## config.mk

```make
export PLATFORM = sky130hd
export DESIGN_NAME = ram_rd_arbiter_flat
export DESIGN_NICKNAME = d
export VERILOG_FILES = /design/src/rtl/ram_rd_arbiter_if.sv /design/src/rtl/ram_rd_arbiter.sv /design/src/flat_wrapper.sv
export SDC_FILE = /design/constraint.sdc
export NUM_CORES = 1
export LEC_CHECK = 0
export CAP_MARGIN = 40
export CELL_PAD_IN_SITES_DETAIL_PLACEMENT = 1
export CELL_PAD_IN_SITES_GLOBAL_PLACEMENT = 2
export CORE_AREA = 2 2 183 167
export CTS_CLUSTER_SIZE = 10
export DETAILED_ROUTE_END_ITERATION = 7
export DIE_AREA = 0 0 185 169
export HOLD_SLACK_MARGIN = 0.12
export PLACE_DENSITY_LB_ADDON = 0.1
export REMOVE_ABC_BUFFERS = 1
export SYNTH_ARGS = -nofsm -noshare
export SYNTH_HDL_FRONTEND = slang
export SYNTH_SLANG_ARGS = --single-unit
```

## constraint.sdc

```tcl
create_clock -name clk -period 1.25 [get_ports clk]
set_clock_uncertainty 0.05 [all_clocks]
set_input_delay 0.125 -clock clk [delete_from_list [all_inputs] [get_ports clk]]
set_output_delay 0.125 -clock clk [all_outputs]
set_load 0.01 [all_outputs]
```

## src/rtl/ram_rd_arbiter_if.sv

```systemverilog
// Read-channel bundle between the two requesting masters, the arbiter and
// the single-port RAM. The master modport is the arbiter's view: it serves
// both requesters and acts as the only master toward the RAM. The slave
// modport is the surrounding system's view: the requesters and the RAM.
interface ram_rd_arbiter_if #(
  parameter int DW = 128,
  parameter int AW = 16
);
  // master 0 (instruction fetch)
  logic          m0_arValid;
  logic          m0_arReady;
  logic [AW-1:0] m0_arAddr;
  logic          m0_rValid;
  logic          m0_rReady;
  logic [DW-1:0] m0_rData;

  // master 1 (data/load)
  logic          m1_arValid;
  logic          m1_arReady;
  logic [AW-1:0] m1_arAddr;
  logic          m1_rValid;
  logic          m1_rReady;
  logic [DW-1:0] m1_rData;

  // RAM slave port
  logic          s_arValid;
  logic          s_arReady;
  logic [AW-1:0] s_arAddr;
  logic          s_rValid;
  logic          s_rReady;
  logic [DW-1:0] s_rData;

  modport master (
    input  m0_arValid, m0_arAddr, m0_rReady,
    output m0_arReady, m0_rValid, m0_rData,
    input  m1_arValid, m1_arAddr, m1_rReady,
    output m1_arReady, m1_rValid, m1_rData,
    output s_arValid, s_arAddr, s_rReady,
    input  s_arReady, s_rValid, s_rData
  );

  modport slave (
    output m0_arValid, m0_arAddr, m0_rReady,
    input  m0_arReady, m0_rValid, m0_rData,
    output m1_arValid, m1_arAddr, m1_rReady,
    input  m1_arReady, m1_rValid, m1_rData,
    input  s_arValid, s_arAddr, s_rReady,
    output s_arReady, s_rValid, s_rData
  );
endinterface

```

## src/rtl/ram_rd_arbiter.sv

```systemverilog
// Two-requester round-robin read arbiter in front of the single-port RAM.
// One transaction is in flight at a time: a request is granted in IDLE,
// its address is presented to the RAM in ADDR, and the single returned
// beat is steered back to the owning master in DATA. The master that just
// completed drops to the lowest priority.
module ram_rd_arbiter #(
  parameter int DW = 128,
  parameter int AW = 16
) (
  input  logic                clk,
  input  logic                rst,
  ram_rd_arbiter_if.master    bus,
  output logic                busy,
  output logic                owner
);

  typedef enum logic [1:0] {
    IDLE = 2'd0,
    ADDR = 2'd1,
    DATA = 2'd2
  } state_t;

  state_t        r_state;
  logic          r_owner;
  logic          r_prio;
  logic [AW-1:0] r_addr;

  logic          w_anyReq;
  logic          w_winner;
  logic          w_ownerReady;
  logic          w_rDone;
  logic [DW-1:0] w_rData;

  // Grant decision: a lone requester always wins, a tie goes to r_prio.
  always_comb begin
    w_anyReq = bus.m0_arValid | bus.m1_arValid;
    w_winner = 1'b0;
    if (bus.m0_arValid && bus.m1_arValid) begin
      w_winner = r_prio;
    end else if (bus.m1_arValid) begin
      w_winner = 1'b1;
    end
  end

  assign bus.m0_arReady = (r_state == IDLE) & w_anyReq & ~w_winner;
  assign bus.m1_arReady = (r_state == IDLE) & w_anyReq &  w_winner;

  assign bus.s_arValid = (r_state == ADDR);
  assign bus.s_arAddr  = r_addr;

  // Only the owner sees the beat and only its ready reaches the RAM.
  assign w_ownerReady  = r_owner ? bus.m1_rReady : bus.m0_rReady;
  assign bus.s_rReady  = (r_state == DATA) & w_ownerReady;
  assign bus.m0_rValid = (r_state == DATA) & ~r_owner & bus.s_rValid;
  assign bus.m1_rValid = (r_state == DATA) &  r_owner & bus.s_rValid;
  assign w_rDone       = bus.s_rValid & bus.s_rReady;

  // Read data fans out to both masters; rValid alone qualifies it.
  assign w_rData      = bus.s_rData;
  assign bus.m0_rData = w_rData;
  assign bus.m1_rData = w_rData;

  assign busy  = (r_state != IDLE);
  assign owner = r_owner;

  // Transaction sequencing, owner/address capture and round-robin update.
  always_ff @(posedge clk) begin
    if (!rst) begin
      r_state <= IDLE;
      r_owner <= 1'b0;
      r_prio  <= 1'b0;
      r_addr  <= '0;
    end else begin
      case (r_state)
        IDLE: begin
          if (w_anyReq) begin
            r_state <= ADDR;
            r_owner <= w_winner;
            r_addr  <= w_winner ? bus.m1_arAddr : bus.m0_arAddr;
          end
        end
        ADDR: begin
          if (bus.s_arReady) begin
            r_state <= DATA;
          end
        end
        DATA: begin
          if (w_rDone) begin
            r_state <= IDLE;
            r_prio  <= ~r_owner;
          end
        end
        default: begin
          r_state <= IDLE;
        end
      endcase
    end
  end

endmodule

```

## src/flat_wrapper.sv

```systemverilog
// flat-port wrapper written by rule: the top's interface ports become plain ports
module ram_rd_arbiter_flat 
#(
  parameter int DW = 128,
  parameter int AW = 16
)
  (clk, rst, busy, owner, bus_m0_arValid, bus_m0_arAddr, bus_m0_rReady, bus_m0_arReady, bus_m0_rValid, bus_m0_rData, bus_m1_arValid, bus_m1_arAddr, bus_m1_rReady, bus_m1_arReady, bus_m1_rValid, bus_m1_rData, bus_s_arValid, bus_s_arAddr, bus_s_rReady, bus_s_arReady, bus_s_rValid, bus_s_rData);
  ram_rd_arbiter_if #(.DW(DW), .AW(AW)) bus_i ();
  input  logic clk;
  input  logic rst;
  output logic busy;
  output logic owner;
  input wire logic [$bits(bus_i.m0_arValid)-1:0] bus_m0_arValid;
  input wire logic [$bits(bus_i.m0_arAddr)-1:0] bus_m0_arAddr;
  input wire logic [$bits(bus_i.m0_rReady)-1:0] bus_m0_rReady;
  output wire logic [$bits(bus_i.m0_arReady)-1:0] bus_m0_arReady;
  output wire logic [$bits(bus_i.m0_rValid)-1:0] bus_m0_rValid;
  output wire logic [$bits(bus_i.m0_rData)-1:0] bus_m0_rData;
  input wire logic [$bits(bus_i.m1_arValid)-1:0] bus_m1_arValid;
  input wire logic [$bits(bus_i.m1_arAddr)-1:0] bus_m1_arAddr;
  input wire logic [$bits(bus_i.m1_rReady)-1:0] bus_m1_rReady;
  output wire logic [$bits(bus_i.m1_arReady)-1:0] bus_m1_arReady;
  output wire logic [$bits(bus_i.m1_rValid)-1:0] bus_m1_rValid;
  output wire logic [$bits(bus_i.m1_rData)-1:0] bus_m1_rData;
  output wire logic [$bits(bus_i.s_arValid)-1:0] bus_s_arValid;
  output wire logic [$bits(bus_i.s_arAddr)-1:0] bus_s_arAddr;
  output wire logic [$bits(bus_i.s_rReady)-1:0] bus_s_rReady;
  input wire logic [$bits(bus_i.s_arReady)-1:0] bus_s_arReady;
  input wire logic [$bits(bus_i.s_rValid)-1:0] bus_s_rValid;
  input wire logic [$bits(bus_i.s_rData)-1:0] bus_s_rData;
  assign bus_i.m0_arValid = bus_m0_arValid;
  assign bus_i.m0_arAddr = bus_m0_arAddr;
  assign bus_i.m0_rReady = bus_m0_rReady;
  assign bus_m0_arReady = bus_i.m0_arReady;
  assign bus_m0_rValid = bus_i.m0_rValid;
  assign bus_m0_rData = bus_i.m0_rData;
  assign bus_i.m1_arValid = bus_m1_arValid;
  assign bus_i.m1_arAddr = bus_m1_arAddr;
  assign bus_i.m1_rReady = bus_m1_rReady;
  assign bus_m1_arReady = bus_i.m1_arReady;
  assign bus_m1_rValid = bus_i.m1_rValid;
  assign bus_m1_rData = bus_i.m1_rData;
  assign bus_s_arValid = bus_i.s_arValid;
  assign bus_s_arAddr = bus_i.s_arAddr;
  assign bus_s_rReady = bus_i.s_rReady;
  assign bus_i.s_arReady = bus_s_arReady;
  assign bus_i.s_rValid = bus_s_rValid;
  assign bus_i.s_rData = bus_s_rData;
  ram_rd_arbiter #(.DW(DW), .AW(AW)) u_core (.clk(clk), .rst(rst), .bus(bus_i), .busy(busy), .owner(owner));
endmodule
```

# After elaboration in Yosys (flattened, before gate mapping)
# Cells that the tools add are included.
# classes
n_eq_ne	5
muxes	8
n_bitwise	12
reduce_logical	6
# ops
op	n
$mux 16	1
$and 1x1->1	9
$mux 2	3
$ne 2x1->1 const B	3
$pmux 2 s3	1
$reduce_and 2->1	2
$mux 1	3
$reduce_and 3->1	1
$eq 2x1->1 const B	1
$eq 2x2->1 const B	1
$logic_not 2->1	1
$not 1->1	2
$reduce_bool 2->1	1
$logic_and 1x1->1	1
$or 1x1->1	1
# word_totals
regBits	20

# Longest topological paths before layout
# logic_depth
ltp_word	5
ltp_mapped	5
mapped_depth_nobuf	4

# Worst setup path after synthesis
# OpenSTA, ideal clock, no wires.
# synth_path
path_type	register -> register
start	register u_core.r_state[1]
end	register u_core.r_addr[10] (netlist: u_core.bus.s_arAddr[10])
arrival_time_ns	1.032
t_required_ns	1.067
path_slack_ns	0.036
path_stages_with_launch	6
n_path_buf	1
synth_period_minus_slack_ns	1.214
path_cell_list	dfxtp_1 nor2_4 inv_2 buf_4 o21ai_0 a31oi_1
# synth_via
elab_chain_len	2
# synth_rtl
item	line	rtl
start: declaration	ram_rd_arbiter.sv:23	state_t r_state;
start signal: assignment	ram_rd_arbiter.sv:69	r_state <= IDLE;
start signal: assignment	ram_rd_arbiter.sv:77	r_state <= ADDR;
start signal: assignment	ram_rd_arbiter.sv:84	r_state <= DATA;
$logic_not 2->1	ram_rd_arbiter.sv:74	case (r_state)
$reduce_and 2->1 (no line)	--	
end signal: assignment	ram_rd_arbiter.sv:79	r_addr <= w_winner ? bus.m1_arAddr : bus.m0_arAddr;
end: declaration	ram_rd_arbiter.sv:26	logic [AW-1:0] r_addr;
# No other way between the ends.
# A chain may end at the register's enable or synchronous reset.

# Worst setup path in the final report
# layout_path
start	register u_core.r_state[0]
end	output port bus_m1_arReady
# layout_via
elab_chain_len	3
# layout_rtl
item	line	rtl
$logic_not 2->1	ram_rd_arbiter.sv:46	assign bus.m1_arReady = (r_state == IDLE) & w_anyReq & w_winner;
$and 1x1->1 (2 in series)	ram_rd_arbiter.sv:46	
end: declaration	flat_wrapper.sv:22	output wire logic [$bits(bus_i.m1_arReady)-1:0] bus_m1_arReady;
# No other way between the ends.

==> results.md <==
- Run status: complete, but fails checks
- Violations in the final reports: setup timing
- Vert. Die Dim: between 150 and 200 µm
- Number of clock sinks seen by CTS: 20
- Power spent charging and discharging nets: 0.852 mW
- RD Place Congestion: between 0.8 and 0.9
- Iteration-0 DRC Markers: 139
- Largest net degree at the start of global routing: 19
- Hold Crit Class: input port to output pin
- Most congested layer reported by global routing: met2
- Internal: approximately 1.7 mW
- Clock input transition at the sequential cells of the worst setup and hold paths: 0.08 ns
- Kind of start point of the critical path: register
- Mapped Avg Cell Area: 7.73 µm²
- Count of buffers inserted at the top-level ports: 63
- Post-synthesis register bit count: 20
- GR met2 Demand/Resource: 0.465
- Top library cells by usage in the layout, fill and taps aside: 39 x sky130_fd_sc_hd__clkdlybuf4s50_1, 18 x sky130_fd_sc_hd__nand3_1, 17 x sky130_fd_sc_hd__dfxtp_1
- Total Nets Final: 372
- Worst slew slack as a fraction of its limit: 0.751
- Number of top-level pins: 448
- # setup viols final: 26
- Synthesized instance count: 375
- Switching Fraction: 0.340
- RSZ-0062 raised after global routing: true
- Via count of the first global-routing pass: 1936
- Total number of yosys warnings: 0
- Pre-Repair DR Iteration Count: 5
- Critical path arrival: about 1.3 ns
- Met1 Resource Use GR: 0.145
- Initial Util: 0.0986
- Synthesis-to-layout area growth: -10.1%
- Leading cell type in the layout, fill and taps excluded: sky130_fd_sc_hd__clkdlybuf4s50_1
- Multi-input gate area: 638 µm²
- Antenna violations before repair: 2
- Period minus WS final: between 1 and 1.5 ns
- LEAKAGE: 0.874 nW
- TritonCTS clock tree: built
- Proportion of netlist area held by the largest area contributor: 0.670
- Worst slew pin tran: around 0.37 ns
- Worst setup path class: register to output pin
- Clock share of power: 0.350
- Finished Core Util: 0.0886
- Area occupied by registers: 409 µm²
- Dominant cell type by area after synthesis: sky130_fd_sc_hd__buf_4
- Number of fillers in the final layout: 3497
- Clock Root Buffer: sky130_fd_sc_hd__clkbuf_16
- Critical path required time: 1.08 ns
- Count of unique library cells instantiated by Yosys: 27
- Number of core rows: 60
- Buffer depth of the longest clock path: 2
- Detailed-route DRC error count: 0
- CP Max Fanout: 4
- Post-route worst setup slack: -0.174 ns
- Number of antenna-violating nets in the routed design: 0
- Top cells by area in the synthesized netlist: sky130_fd_sc_hd__buf_4 67%, sky130_fd_sc_hd__dfxtp_1 14%, sky130_fd_sc_hd__nand3_1 5.5%
- Worst-Skew Late Latency: about 0.27 ns
- Max-cap violations: 0
- Die outline area: between 30000 and 40000 µm²
- DPL Wire Length: about 41000 µm
- TNS Setup: -2.77 ns
- Proportion of layout cells with a drive suffix above 1: 0.355
- Routed WL: between 40000 and 50000 µm
- Average routed wire per standard cell: 75.3 µm
- Met3 Resource Use GR: 0.357
- Slew Viols, Final: 0
- Fraction of the yosys area taken by sequential cells: 0.138
- Final Hold Violating Endpoints: 0
- Final cycle utilization of the critical path: 1.14
- Fmax: about 700 MHz
- GR Util All Layers: 0.284
- Floorplan core area: 29400 µm²
- GRT overflow: 0
- Power density cells: 961 nW/µm²
- Part of the total power dissipated in combinational logic: 0.360
- Summed instance area of the synthesized netlist: 2900 µm²
- Wire length of the first global-routing pass: around 50000 µm
- Routed vias: just over 2000
- Power consumption: 2.51 mW
- Sequential group share of total power: 0.290
- Vias per cell: ~3.3
- Number of buffers inserted during clock tree synthesis: 3
- Maximum level of the CTS H-tree: 1
- Worst vdd rail ir drop: 0.561 mV
- CP Capture Type: output pin
- Die outline width: between 150 and 200 µm
[sequential cells by signal, indices dropped and copies added (netlist names)]
name,count
u_core.bus.s_arAddr,16
u_core.owner,1
u_core.r_prio,1
u_core.r_state,2
[layout make-up]
type | count | area share
Inverter | 3 | 0.00719
Clock buffer | 4 | 0.0341
Multi-Input combinational cell | 88 | 0.245
Sequential cell | 20 | 0.157
Tap cell | 403 | 0.193
Antenna cell | 2 | 0.00192
Timing Repair Buffer | 88 | 0.362
[Yosys cell counts, drive strengths merged]
cell type,count
and3b,1
a21oi,3
and2b,1
a21boi,1
nand3,32
o21ai,17
or2b,1
o21a,2
and2,3
clkbuf,3
a31oi,16
mux2,1
nand2b,1
nor2,3
buf,261
nand2,1
clkinv,1
nor3b,1
inv,2
dfxtp,20
a311oi,1
nor2b,3
[through the flow]
step                area [µm²]  hold WS, ns  setup slack [ns]  cells
global route              2610        0.200            -0.239    607
global placement          2220        0.201            -0.609    595
finish                    2610        0.200            -0.174    608
floorplan                  927        0.191          -0.00290    111
detailed placement        2220        0.201            -0.593    595
CTS                       2530        0.201            -0.196    605
[metal layers]
metal	wire (µm)	share of wire	vias up
met2	21300	0.46	479
met1	8230	0.18	854
met3	12200	0.27	73
met5	426	0.0093	-
li1	-	-	617
met4	3670	0.080	9
[worst paths after layout]
check	end	slack [ns]	start	cells past startpoint
worst min register to register	u_core.bus.s_arAddr[9]	0.45	u_core.bus.s_arAddr[9]	2
worst max-delay path	bus_m1_arReady	-0.17	u_core.r_state[0]	5
worst max register to register	u_core.bus.s_arAddr[3]	-0.16	u_core.r_state[0]	6
worst min-delay path	bus_m1_rData[69]	0.20	bus_s_rData[69]	0
[repair_timing]
action	4_1_cts	5_1_grt
pin swaps	17	17
endpoints found under the setup margin	43	27
hold buffers	0	0
gates cloned	1	1
setup buffers	5	0
resized for setup	112	12
[power by group through the flow]
stage | registers [mW] | logic [mW] | clock network, mW
after floorplan | 0.762 | 0.183 | 0
after global placement | 0.742 | 0.724 | 0
after detailed placement | 0.742 | 0.721 | 0
after CTS | 0.726 | 0.884 | 0.943
after global routing | 0.734 | 0.973 | 0.937
final | 0.726 | 0.903 | 0.877
[cells by family after synthesis]
group           count (synthesis)  share of synthesized area
buf+inv                       267                      0.684
simple gates                   47                     0.0928
compound gates                 40                     0.0811
flops                          20                      0.138
mux                             1                    0.00388
[worst max-delay path, cell delays in order, from the launching register on]
cell and delay, ns:
sky130_fd_sc_hd__dfxtp_4 0.36, sky130_fd_sc_hd__buf_6 0.12, sky130_fd_sc_hd__nor3b_4 0.23, sky130_fd_sc_hd__nand2_2 0.11, sky130_fd_sc_hd__inv_2 0.07, sky130_fd_sc_hd__buf_6 0.10
(Power assumes the default switching activity.)
